### src/rtl/track_cache_ctrl.sv
// Track buffer controller: keeps one track of the disk image cached in a
// SECTORS*512-byte buffer, writes it back to the SD image when dirty and
// reloads it whenever the drive logic asks for another track.
module track_cache_ctrl #(
    parameter int SECTORS = 13,
    parameter int TRACK_W = 6
) (
    input  logic               clk_sys,
    input  logic               reset,
    input  logic [TRACK_W-1:0] track,
    input  logic               buf_we,
    input  logic               img_mounted,
    input  logic               img_present,
    input  logic               img_readonly,
    input  logic               flush_req,
    output logic [31:0]        sd_lba,
    output logic               sd_rd,
    output logic               sd_wr,
    input  logic               sd_ack,
    output logic [3:0]         track_sec,
    output logic               cpu_wait,
    output logic               busy,
    output logic               dirty
);

    typedef enum logic [1:0] {IDLE, FLUSH, LOAD, ACKWAIT} state_t;

    localparam logic [3:0] LAST_SEC = 4'(SECTORS - 1);

    state_t             state;
    logic               ack_d;
    logic               valid;
    logic               mount_pend;
    logic               load_after;
    logic [TRACK_W-1:0] cur_track;
    logic [TRACK_W-1:0] next_track;

    logic ack_rise;
    logic ack_fall;
    logic track_change;
    logic mount_req;

    // First SD sector of a given track in the image.
    function automatic logic [31:0] track_lba(input logic [TRACK_W-1:0] t);
        return 32'(SECTORS) * 32'(t);
    endfunction

    assign ack_rise     = sd_ack & ~ack_d;
    assign ack_fall     = ~sd_ack & ack_d;
    assign track_change = (track != cur_track) || !valid;
    assign mount_req    = mount_pend | img_mounted;

    // Delayed copy of the acknowledge, used only for edge detection.
    always_ff @(posedge clk_sys) begin
        ack_d <= sd_ack;
    end

    // Main controller: request arbitration in IDLE, sector sequencing in
    // FLUSH/LOAD, and a quiet ACKWAIT that lets a stale ack die out.
    always_ff @(posedge clk_sys) begin
        if (reset) begin
            state      <= ACKWAIT;
            sd_lba     <= '0;
            sd_rd      <= 1'b0;
            sd_wr      <= 1'b0;
            track_sec  <= '0;
            cpu_wait   <= 1'b0;
            busy       <= 1'b0;
            dirty      <= 1'b0;
            valid      <= 1'b0;
            mount_pend <= 1'b0;
            load_after <= 1'b0;
            cur_track  <= '0;
            next_track <= '0;
        end else begin
            case (state)
                ACKWAIT: begin
                    if (img_mounted) mount_pend <= 1'b1;
                    if (!sd_ack) state <= IDLE;
                end

                IDLE: begin
                    if (img_present && mount_req) begin
                        mount_pend <= 1'b0;
                        dirty      <= 1'b0;
                        valid      <= 1'b0;
                        state      <= LOAD;
                        busy       <= 1'b1;
                        cur_track  <= track;
                        sd_lba     <= track_lba(track);
                        track_sec  <= '0;
                        sd_rd      <= 1'b1;
                        cpu_wait   <= 1'b1;
                    end else if (img_present && dirty && (flush_req || track_change)) begin
                        if (img_readonly) begin
                            dirty <= 1'b0;
                            if (track_change) begin
                                state     <= LOAD;
                                busy      <= 1'b1;
                                cur_track <= track;
                                sd_lba    <= track_lba(track);
                                track_sec <= '0;
                                sd_rd     <= 1'b1;
                                cpu_wait  <= 1'b1;
                            end
                        end else begin
                            state      <= FLUSH;
                            busy       <= 1'b1;
                            load_after <= track_change;
                            next_track <= track;
                            sd_lba     <= track_lba(cur_track);
                            track_sec  <= '0;
                            sd_wr      <= 1'b1;
                            cpu_wait   <= 1'b1;
                        end
                    end else if (img_present && track_change) begin
                        state     <= LOAD;
                        busy      <= 1'b1;
                        cur_track <= track;
                        sd_lba    <= track_lba(track);
                        track_sec <= '0;
                        sd_rd     <= 1'b1;
                        cpu_wait  <= 1'b1;
                    end else begin
                        if (img_mounted) mount_pend <= 1'b1;
                        if (buf_we && valid) dirty <= 1'b1;
                    end
                end

                FLUSH: begin
                    if (img_mounted) mount_pend <= 1'b1;
                    if (ack_rise) begin
                        sd_lba <= sd_lba + 32'd1;
                        if (track_sec == LAST_SEC) sd_wr <= 1'b0;
                    end
                    if (ack_fall) begin
                        track_sec <= track_sec + 4'd1;
                        if (!sd_wr) begin
                            dirty <= 1'b0;
                            if (load_after) begin
                                state     <= LOAD;
                                cur_track <= next_track;
                                sd_lba    <= track_lba(next_track);
                                track_sec <= '0;
                                sd_rd     <= 1'b1;
                            end else begin
                                state    <= IDLE;
                                busy     <= 1'b0;
                                cpu_wait <= 1'b0;
                            end
                        end
                    end
                end

                LOAD: begin
                    if (img_mounted) mount_pend <= 1'b1;
                    if (ack_rise) begin
                        sd_lba <= sd_lba + 32'd1;
                        if (track_sec == LAST_SEC) sd_rd <= 1'b0;
                    end
                    if (ack_fall) begin
                        track_sec <= track_sec + 4'd1;
                        if (!sd_rd) begin
                            valid    <= 1'b1;
                            cpu_wait <= 1'b0;
                            busy     <= 1'b0;
                            state    <= IDLE;
                        end
                    end
                end

                default: state <= ACKWAIT;
            endcase
        end
    end

endmodule

### config.mk
export PLATFORM = sky130hd
export DESIGN_NAME = track_cache_ctrl
export DESIGN_NICKNAME = d
export VERILOG_FILES = /design/src/rtl/track_cache_ctrl.sv
export SDC_FILE = /design/constraint.sdc
export NUM_CORES = 1
export LEC_CHECK = 0
export BUFFER_PORTS_ARGS = -buffer_cell sky130_fd_sc_hd__buf_2
export CORE_ASPECT_RATIO = 0.7
export CORE_MARGIN = 8
export CORE_UTILIZATION = 30
export CTS_CLUSTER_SIZE = 40
export DETAILED_ROUTE_END_ITERATION = 12
export HOLD_SLACK_MARGIN = 0.15
export MAX_ROUTING_LAYER = met4
export PLACE_DENSITY = 0.57
export SYNTH_ARGS = -nofsm -noshare
export SYNTH_HDL_FRONTEND = slang
export SYNTH_SLANG_ARGS = --single-unit
### constraint.sdc
create_clock -name clk_sys -period 3.7 [get_ports clk_sys]
set_clock_uncertainty 0.1 [all_clocks]
set_input_delay 0.555 -clock clk_sys [delete_from_list [all_inputs] [get_ports clk_sys]]
set_output_delay 0.555 -clock clk_sys [all_outputs]
set_load 0.02 [all_outputs]
### Word-level counts from Yosys, hierarchy flattened

Cells that the tools add are included.

| cells by class | value |
|---|---|
| equality and inequality tests | 28 |
| $mul | 3 |
| reductions and logical operators | 24 |
| bitwise logic cells | 7 |
| muxes and demuxes | 82 |
| add/subtract/negate cells | 2 |

Operators with widths:

| cell | number |
|---|---|
| 32-bit 2-to-1 mux | 9 |
| 32-bit case mux with 3 select lines | 1 |
| 6-bit 2-to-1 mux | 8 |
| 4-bit 2-to-1 mux | 9 |
| 1-bit 2-to-1 mux | 35 |
| 32-bit by 1-bit adder with 32-bit output, second input constant | 1 |
| 4-bit by 6-bit multiplier with 10-bit output, first input constant | 3 |
| 2-bit inequality test, second input constant | 15 |
| 2-bit 2-to-1 mux | 11 |
| 4-bit inequality test, second input constant | 5 |
| 7-bit AND reduction | 2 |
| 4-bit case mux with 3 select lines | 1 |
| 6-bit case mux with 2 select lines | 1 |
| 6-bit AND reduction | 2 |
| 9-bit AND reduction | 1 |
| 1-bit case mux with 2 select lines | 4 |
| 2-bit case mux with 4 select lines | 1 |
| 4-bit AND reduction | 2 |
| 8-bit AND reduction | 1 |
| 3-bit inequality test, second input constant | 2 |
| 6-bit inequality test | 1 |
| 1-bit case mux with 3 select lines | 2 |
| 1-bit logical AND | 5 |
| 5-bit inequality test, second input constant | 1 |
| 16 further kinds | 23 |

| storage, ports and cells | value |
|---|---|
| output and inout port bits | 41 |
| input port bits | 14 |
| register bits after elaboration | 58 |

### Longest topological paths before layout

Gate-level depths: netlist (run 1).

| depth | value |
|---|---|
| depth in word-level cells | 7 |
| mapped depth | 11 |

### Worst setup path before layout (run 1)

Ideal clock, no wire load.

| path | value |
|---|---|
| path type | input-to-reg |
| from | input port track[2] |
| to | register sd_lba[9] |
| path slack | 586 ps |
| buffers on the path | 0 |
| cell stages on the path | 11 |
| arrival time | 2,885 ps |
| required time | 3,470 ps |
| cells stage by stage | ha_1 -> inv_1 -> fa_1 -> inv_1 -> ha_1 -> nor2b_1 -> o31a_1 -> o21a_1 -> or3_1 -> a311oi_1 -> o41ai_1 |

| between the ends | value |
|---|---|
| word-level cells in the longest chain between the ends | 7 |
| elaborated cells on any way between the ends | 15 |
| those cells by class | mul (1); eq/ne (3); mux (6); reduce/logical (5) |

RTL lines:

| what | line | source |
|---|---|---|
| start, declared | 10 | `input logic [TRACK_W-1:0] track,` |
| branches (longest 7 deep; another with 4-bit by 6-bit multiplier with 10-bit output) | n/a |  |
| end signal, assigned | 90 | `sd_lba <= track_lba(track);` |
| end signal, assigned | 101 | `sd_lba <= track_lba(track);` |
| end signal, assigned | 111 | `sd_lba <= track_lba(cur_track);` |
| end, declared | 16 | `output logic [31:0] sd_lba,` |

Parallel ways; which one is timed is not known. The select of a mux whose other input is x is not followed.
A chain may end at the register's enable or synchronous reset.

### Final worst setup path (run 1)

| path | value |
|---|---|
| from | register cur_track[2] |
| to | register sd_lba[9] |

| between the ends | value |
|---|---|
| word-level cells in the longest chain between the ends | 7 |
| elaborated cells on any way between the ends | 13 |
| those cells by class | mul (1); eq/ne (3); mux (4); reduce/logical (5) |

RTL lines:

| what | line | source |
|---|---|---|
| start, declared | 35 | `logic [TRACK_W-1:0] cur_track;` |
| start signal, assigned | 89 | `cur_track <= track;` |
| start signal, assigned | 100 | `cur_track <= track;` |
| start signal, assigned | 119 | `cur_track <= track;` |
| branches (longest 7 deep; another with 4-bit by 6-bit multiplier with 10-bit output) | n/a |  |

Parallel ways; which one is timed is not known.

==> results of run 1 <==
## per-stage QoR
| stage | util (%) | cells | hold WS, ps |
|---|---|---|---|
| finish | 35.8 | 823 | 342 |
| global route | 35.8 | 823 | 321 |
| floorplan | - | 571 | 381 |
| CTS | 35.8 | 823 | 321 |
| detailed placement | 33.7 | 807 | 403 |
| global placement | 33.7 | 807 | 388 |
## per-layer routing
metal	vias up	track usage [%]	routed length, um
met2	125	21.3	5880
met3	10	3.26	637
met1	2090	18.9	6790
met5	-	-	0
met4	0	3.25	111
li1	2142	-	-
## flip-flops by register name (all words and copies together), names as in the netlist, 2 cells and up
signal and count:
sd_lba 32, next_track 6, track_sec 4, cur_track 6, state 2
## worst max-delay path, cell delays in order (launching register included)
cell and delay [ps]:
dfxtp_1 490, ha_1 300, inv_1 80, fa_1 470, fa_1 480, nor2b_1 170, o31a_1 190, mux2i_1 90
a21oi_1 220, a311oi_1 80, o41ai_1 350
## worst min-delay path by stage
stage	endpoint	from	slack [ps]	cells after the start
finish	ack_d	sd_ack	340	1
global route	ack_d	sd_ack	320	1
CTS	ack_d	sd_ack	320	1
detailed placement	sd_lba[1]	sd_lba[1]	400	2
global placement	sd_lba[31]	sd_lba[31]	390	2
floorplan	next_track[5]	next_track[5]	380	2
## report_power, final
group	total [mW]	switching [mW]	internal [mW]
Clock	0.904	0.299	0.605
Combinational	1.41	0.881	0.533
Sequential	0.885	0.161	0.724
## layout by cell type (no fill, tap or decap), types with 3 or more instances in the layout
cell type  netlist  routed
o21bai_1         4       4
nand4_1         19      19
nor2_1          52      52
o21ai_0         17      17
nor3_1          13      13
o211ai_1         4       4
and4_1           3       3
fa_1             9       9
nand3b_1         6       6
inv_1           47      47
xnor2_1         19      19
a31oi_1          3       3
xor2_1          21      21
nand2_1         41      41
a311o_1          4       4
o31ai_1          4       4
clkbuf_16        0       9
a211oi_1        15      15
buf_2            5      54
and2_1           4       4
mux2i_1         14      14
or3_1            4       4
buf_4            1       8
nor2b_1          7       7
nand2b_1         4       4
a21oi_1         38      38
nand3_1         19      19
and3_1           9       9
o31a_1           3       3
dfxtp_1         58      58
o221ai_1         3       3
a221oi_1         6       6
ha_1            57      57
o21a_1           3       3
## layout make-up
| type | instances | share of cell area [%] |
|---|---|---|
| Clock inverter | 5 | 1.41 |
| Timing Repair Buffer | 63 | 6.38 |
| Multi-Input combinational cell | 439 | 58.9 |
| Sequential cell | 58 | 21.1 |
| Tap cell | 200 | 4.56 |
| Clock buffer | 11 | 4.42 |
| Inverter | 47 | 3.21 |
## synth_stat cells, types with 4 or more instances
cell	count	area (sq um)
nand2_1	41	154
nand3b_1	6	45.0
a21oi_1	38	190
and3_1	9	56.3
or3_1	4	25.0
dfxtp_1	58	1160
mux2i_1	14	140
o211ai_1	4	30.0
inv_1	47	176
nand2b_1	4	25.0
and2_1	4	25.0
a211oi_1	15	113
nor2b_1	7	43.8
fa_1	9	180
a311o_1	4	40.0
clkbuf_1	20	75.1
nor3_1	13	65.1
nand3_1	19	95.1
o21ai_0	17	85.1
buf_2	5	25.0
nand4_1	19	119
nor2_1	52	195
xnor2_1	19	166
o31ai_1	4	30.0
o21bai_1	4	30.0
a221oi_1	6	52.6
xor2_1	21	184
ha_1	57	713
## kinds of logic after synthesis
group	count (synthesis)	share of synthesized area (%)
adders and majority gates	66	19.1
xor gates and xnor gates	40	7.50
buffers and inverters	74	6.16
muxes	16	3.48
DFF	58	24.9
and+or+nand+nor	192	20.7
AOI/OAI and AO/OA	125	18.2
==> flow_metrics.env, run 1 <==
export IMPL_status="completed"
export IMPL_place_ws_ps=281
export IMPL_max_cap_violations=0
export IMPL_final_cell_area_sq_mm=0.00549
export IMPL_io_pins=55
export IMPL_synth_cells=571
export IMPL_netlist_area_sq_mm=0.00467
export IMPL_dieArea_sq_mm=0.0199
export IMPL_cts_buffers=9
export IMPL_rsz0062_at_grt="false"
export IMPL_ff2ff_path_depth=10
export IMPL_fill_cells=1562
export IMPL_post_route_min_period_ps=3130
export IMPL_cts_resized_gates=0
export IMPL_critPathKind="reg -> reg"
export IMPL_power_total_mw=3.20
export IMPL_grtUsageTotal_pct=14.1
export IMPL_grt_overflow=0
export IMPL_num_rows=38
export IMPL_critPathLaunchType="flip-flop"
export IMPL_synth_cell_types=61
export IMPL_final_hold_viol_count=0
export IMPL_synth_top_flop_cell="dfxtp_1"
export IMPL_end_kind="flip-flop"
export IMPL_die_w_um=165
export IMPL_io_buffers=54
export IMPL_postCtsSetupBuffers=0
export IMPL_vias_per_cell=5.31
export IMPL_syn_avg_cell_area_sq_um=8.18
export IMPL_dp_hpwl_mm=10.4
export IMPL_htreeDepth=3
export IMPL_initial_core_util_pct=30.4
export IMPL_grt_max_degree=43
export IMPL_antenna_left=0
export IMPL_hp_class="in -> reg"
export IMPL_clockRootBuffer="clkbuf_16"
export IMPL_holdBufCountCts=0
export IMPL_arrival_ps=3240
export IMPL_drc=0
export IMPL_nNetsFinal=698
export IMPL_wl_mm=13.4
export IMPL_grt_pass1_vias=4329
export IMPL_finalSetupViolCount=0
export IMPL_r2r_slack_ps=570
export IMPL_placed_cell_area_sq_mm=0.00517
export IMPL_crit_start="cur_track[2]"
export IMPL_syn_to_final_growth_pct=17.6
export IMPL_max_freq_mhz=320
export IMPL_seq_area_frac_synth_pct=24.9
export IMPL_tightest_slew_ps=736
export IMPL_dr_pass1_iters=5
export IMPL_clkLatencyLatePin_ps=330
export IMPL_cts_buffer_depth=2
export IMPL_setup_tns_ps=0
export IMPL_multi_input_area_sq_mm=0.00323
export IMPL_grt_first_pass_wirelength_mm=21.9
export IMPL_p_leak_nw=2.35
export IMPL_num_vias=4367
export IMPL_globalplace_congestion=0.874
export IMPL_relSlewSlack_pct=51.0
export IMPL_drv_slew=0
export IMPL_num_antenna_cells=0
export IMPL_cp_data_required_time_ps=3810
export IMPL_antenna_found_initial=0
export IMPL_cp_max_fo=5
export IMPL_synth_nets=651
export IMPL_timing_final_crit_share_pct=84.5
export IMPL_ir_worst_vdd_mv=0.434
export IMPL_layout_setup_ws_ps=573
export IMPL_ys_warn_count=0
export IMPL_drt_iter0_drc=302
export IMPL_yosys_register_bits=58
export IMPL_cts_sinks=58
export IMPL_p_per_area_mw_per_mm2=583
export IMPL_cp_endpoint="sd_lba[9]"
export IMPL_wl_per_cell_um=16.3
export IMPL_die_y_um=120
export IMPL_synth_edf_count=0
export IMPL_rr_startpoint="cur_track[2]"
export IMPL_synthArstFlopShare_pct=0
export IMPL_core_area_sq_mm=0.0154
export IMPL_cts_tree="done"
export IMPL_layout_drive_gt1_share_pct=13.8
export IMPL_clk_pin_slew_ps=60
export IMPL_rr_endpoint="sd_lba[9]"
export IMPL_regArea_sq_mm=0.00116
Power figures use the tool's default switching activity.
==> run 2, diff against run 1 <==
- PLACE_DENSITY: 0.57 -> 0.58
- clock period: 3.7 -> 2.5 ns (I/O delays scaled with it)
==> flow_metrics.env, run 2 (synthesis gave the netlist of run 1 again) <==
export IMPL_wl_mm=15.0
export IMPL_post_route_min_period_ps=2760
export IMPL_antenna_left=0
export IMPL_cts_buffer_depth=2
export IMPL_place_inst=886
export IMPL_stdcell_count=907
export IMPL_io_pins=55
export IMPL_layout_common_cells="buf_4, buf_2, nor2_1"
export IMPL_rr_endpoint="sd_lba[9]"
export IMPL_drt_iter0_drc=348
export IMPL_nNetsFinal=782
export IMPL_top_usage_layer="met2"
export IMPL_grt_first_pass_wirelength_mm=23.9
export IMPL_regMostFlops="sd_lba"
export IMPL_crit_start="cur_track[1]"
export IMPL_num_vias=4699
export IMPL_cp_endpoint="sd_lba[9]"
export IMPL_arrival_ps=2880
export IMPL_cts_tree="done"
export IMPL_fill_cells=1496
export IMPL_syn_to_final_growth_pct=38.7
export IMPL_drc=0
export IMPL_die_w_um=165
export IMPL_drv_slew=0
export IMPL_regArea_sq_mm=0.00118
export IMPL_num_antenna_cells=0
export IMPL_utilization_pct=42.2
export IMPL_clk_pin_slew_ps=60
export IMPL_dieArea_sq_mm=0.0199
export IMPL_rr_startpoint="cur_track[1]"
export IMPL_clockRootBuffer="clkbuf_16"
export IMPL_layout_drive_gt1_share_pct=32.2
export IMPL_io_buffers=54
export IMPL_p_leak_nw=2.78
export IMPL_max_cap_violations=0
export IMPL_reg_largest_list="sd_lba: 32 flops, cur_track: 6 flops, next_track: 6 flops"
export IMPL_grt_overflow=0
export IMPL_cts_sinks=58
export IMPL_max_freq_mhz=362
export IMPL_cp_max_fo=3
export IMPL_rsz0062_at_grt="true"
export IMPL_globalplace_congestion=0.872
export IMPL_antenna_found_initial=0
export IMPL_grtUsageTotal_pct=15.4
export IMPL_dp_hpwl_mm=11.8
export IMPL_grt_max_degree=33
export IMPL_htreeDepth=3
export IMPL_grt_pass1_vias=4687
export IMPL_clkLatencyLatePin_ps=340
export IMPL_tightest_slew_ps=677
export IMPL_critPathLaunchType="flip-flop"
export IMPL_cp_data_required_time_ps=2620
export IMPL_layout_setup_ws_ps=-260
export IMPL_grtUsageMet2_pct=22.7
export IMPL_core_area_sq_mm=0.0154
export IMPL_critPathKind="reg -> reg"
export IMPL_r2r_slack_ps=-260
export IMPL_initial_core_util_pct=30.4
export IMPL_violations="negative setup slack"
export IMPL_ir_worst_vdd_mv=0.570
export IMPL_status="complete, but fails checks"
export IMPL_layout_commonest_cell="buf_4"
export IMPL_final_hold_viol_count=0
export IMPL_dr_pass1_iters=5
export IMPL_wl_per_cell_um=16.6
export IMPL_multi_input_area_sq_mm=0.00356
export IMPL_num_rows=38
export IMPL_hp_class="in -> reg"
export IMPL_cts_buffers=9
export IMPL_grtUsageMet3_pct=3.43
export IMPL_ff2ff_path_depth=10
export IMPL_timing_final_crit_share_pct=110
export IMPL_p_per_area_mw_per_mm2=822
export IMPL_largest_register_ffs=32
export IMPL_vias_per_cell=5.18
export IMPL_die_y_um=120
export IMPL_relSlewSlack_pct=54.9
export IMPL_finalSetupViolCount=4
export IMPL_end_kind="flip-flop"
export IMPL_met1_usage_pct=20.9
==> run 2: metrics by stage <==
step                      cell area (sq um)  hold WS (ps)  setup TNS, ps  total power, mW  setup slack (ps)
after floorplan                        4810           303           -423             2.80              -304
after global placement                 5910           388          -2140             3.81              -512
after detailed placement               5910           399          -2750             3.88              -558
after CTS                              6250           232           -867             5.18              -274
after global routing                   6470           264          -1440             5.66              -383
final                                  6470           238           -847             5.33              -260
==> run 2: repair_timing <==
item                                    CTS  global route
endpoints found under the hold margin     1             0
resized for setup                        10            34
pin swaps                                11            27
endpoints found under the setup margin    5            25
cloned                                    0             2
hold buffers                              1             0
setup buffers                             1             2
==> run 2: where the power goes <==
part           switching, mW  internal (mW)  leakage (nW)
registers              0.126           1.07         0.476
logic                   1.66           1.20          2.16
clock network          0.486          0.778         0.143
total                   2.27           3.06          2.78
==> run 2: how the worst min path moves through the flow <==
stage	startpoint	end	slack [ps]	depth (start not counted)
2_1_floorplan	sd_ack	ack_d	300	0
3_3_place_gp	sd_lba[31]	sd_lba[31]	390	2
3_5_place_dp	track_sec[1]	track_sec[1]	400	2
4_1_cts	img_present	mount_pend	230	2
5_1_grt	img_present	mount_pend	260	2
6_report	img_present	mount_pend	240	2
==> run 2: cell type report <==
| cell class | instances | share of cell area, % |
|---|---|---|
| clock inverter | 7 | 1.20 |
| sequential | 58 | 18.3 |
| inverter | 47 | 2.72 |
| tap | 200 | 3.86 |
| timing repair buffer | 147 | 15.4 |
| clock buffer | 9 | 3.48 |
| multi-input combinational | 439 | 55.1 |
==> run 2: worst max-delay path: stages, from the launching register on <==
cell      delay (ps)
dfxtp_4          360
ha_4             260
inv_2             30
fa_1             510
fa_2             390
nor2b_4          130
o31a_1           190
mux2i_2          250
a21oi_2           80
a311oi_1         260
o41ai_1           90
==> run 2: metal layers <==
layer  part of all wire, %  up-vias
met5                     0        -
met4                   1.2        0
met3                   6.4       21
met2                    44      137
met1                    48     2226
li1                      -     2315
==> run 3, diff against run 2 <==
- PLACE_DENSITY: 0.58 -> 0.57
- clock period: 2.5 -> 2.75 ns (I/O delays scaled with it)
==> flow_metrics.env, run 3 (synthesis gave the netlist of run 1 again) <==
export IMPL_layout_commonest_cell="buf_4"
export IMPL_syn_to_final_growth_pct=32.5
export IMPL_p_leak_nw=2.67
export IMPL_status="complete, but fails checks"
export IMPL_grt_max_degree=32
export IMPL_io_buffers=54
export IMPL_largest_register_ffs=32
export IMPL_min_delay_start="sd_ack"
export IMPL_clk_pin_slew_ps=50
export IMPL_cp_max_fo=3
export IMPL_dieArea_sq_mm=0.0199
export IMPL_relSlewSlack_pct=54.1
export IMPL_p_per_area_mw_per_mm2=753
export IMPL_reg_largest_list="sd_lba: 32 flops, cur_track: 6 flops, next_track: 6 flops"
export IMPL_post_route_min_period_ps=2790
export IMPL_globalplace_congestion=0.903
export IMPL_core_area_sq_mm=0.0154
export IMPL_max_freq_mhz=358
export IMPL_hp_class="in -> reg"
export IMPL_timing_final_crit_share_pct=102
export IMPL_layout_drive_gt1_share_pct=28.2
export IMPL_clkLatencyLatePin_ps=330
export IMPL_cts_sinks=58
export IMPL_die_y_um=120
export IMPL_placed_cell_area_sq_mm=0.00564
export IMPL_power_total_mw=4.66
export IMPL_grtUsageTotal_pct=15.1
export IMPL_holdBufCountCts=0
export IMPL_grt_overflow=0
export IMPL_critPathLaunchType="flip-flop"
export IMPL_io_pins=55
export IMPL_rsz0062_at_grt="true"
export IMPL_drt_iter0_drc=268
export IMPL_num_rows=38
export IMPL_tightest_slew_ps=688
export IMPL_finalSetupViolCount=3
export IMPL_cts_tree="done"
export IMPL_place_ws_ps=-334
export IMPL_rr_startpoint="next_track[2]"
export IMPL_nNetsFinal=759
export IMPL_cts_buffers=9
export IMPL_regMostFlops="sd_lba"
export IMPL_antenna_left=0
export IMPL_clockRootBuffer="clkbuf_16"
export IMPL_hold_path_depth=1
export IMPL_vias_per_cell=5.21
export IMPL_dr_pass1_iters=5
export IMPL_grt_first_pass_wirelength_mm=23.4
export IMPL_max_cap_violations=0
export IMPL_violations="negative setup slack"
export IMPL_layout_common_cells="buf_4, dfxtp_1, buf_2"
export IMPL_end_kind="flip-flop"
export IMPL_dp_hpwl_mm=11.5
export IMPL_antenna_found_initial=0
export IMPL_htreeDepth=3
export IMPL_num_vias=4605
export IMPL_critPathKind="reg -> reg"
export IMPL_wl_per_cell_um=16.7
export IMPL_cp_data_required_time_ps=2830
export IMPL_num_antenna_cells=0
export IMPL_drc=0
export IMPL_drv_slew=0
export IMPL_final_cell_area_sq_mm=0.00619
export IMPL_final_hold_viol_count=0
export IMPL_fill_cells=1525
export IMPL_whs_ps=184
export IMPL_grt_pass1_vias=4615
export IMPL_ir_worst_vdd_mv=0.529
export IMPL_cts_buffer_depth=2
export IMPL_arrival_ps=2870
export IMPL_layout_setup_ws_ps=-42.3
export IMPL_crit_start="next_track[2]"
export IMPL_setup_tns_ps=-99.6
export IMPL_ff2ff_path_depth=10
export IMPL_initial_core_util_pct=30.4
export IMPL_die_w_um=165
export IMPL_wl_mm=14.7
==> run 3: cell types whose count changed in the layout (fill, tap and decap cells not counted), moves of 4 or more <==
cell      before  now
ha_4          13    8
dfxtp_2        6    2
ha_1          44   48
clkinv_2       0    4
buf_4         89   66
dfxtp_1       48   54
==> run 3: worst paths after layout <==
kind | to | slack (ps)
hold / removal | ack_d | 180
setup / recovery | sd_lba[9] | -40
setup reg to reg | sd_lba[9] | -40
hold reg to reg | sd_lba[17] | 400
==> run 3: what timing repair did <==
item,CTS,global route
buffers inserted,1,1
endpoints found under the setup margin,4,4
gates resized for setup,33,23
pin swaps,22,12
==> run 3: final cells by class <==
type / count / area [sq um] / share of cell area (%)
repair buffers: 124 / 828 / 13.4
clock buffers: 10 / 229 / 3.70
flip-flops and latches: 58 / 1170 / 18.9
well taps: 200 / 250 / 4.04
multi-input cells: 439 / 3470 / 56.2
clock inverters: 6 / 57.6 / 0.930
inverters: 47 / 176 / 2.85
==> run 3: critical path, cell delays in order, from the launching register on <==
cell and delay, ps:
dfxtp_2 330, ha_1 290, fa_1 510, inv_1 60, fa_2 360, nand2b_4 170
a21oi_4 160, o22ai_1 110, xnor2_1 140, a221oi_2 300, o41ai_2 110
==> run 3: metrics by stage <==
step / cells / util (%)
2_1_floorplan: 571 / -
3_3_place_gp: 866 / 36.7
3_5_place_dp: 866 / 36.7
4_1_cts: 883 / 39.5
5_1_grt: 884 / 40.3
6_report: 884 / 40.3
==> run 3: power by group <==
| part | switching [mW] | internal [mW] |
|---|---|---|
| logic | 1.45 | 0.985 |
| registers | 0.149 | 0.978 |
| clock network | 0.401 | 0.694 |
==> run 3: layer usage <==
metal | wire length, um | GRT usage [%]
met3 | 766 | 3.26
met1 | 7400 | 20.5
met5 | 0 | -
met2 | 6370 | 22.2
met4 | 199 | 3.82
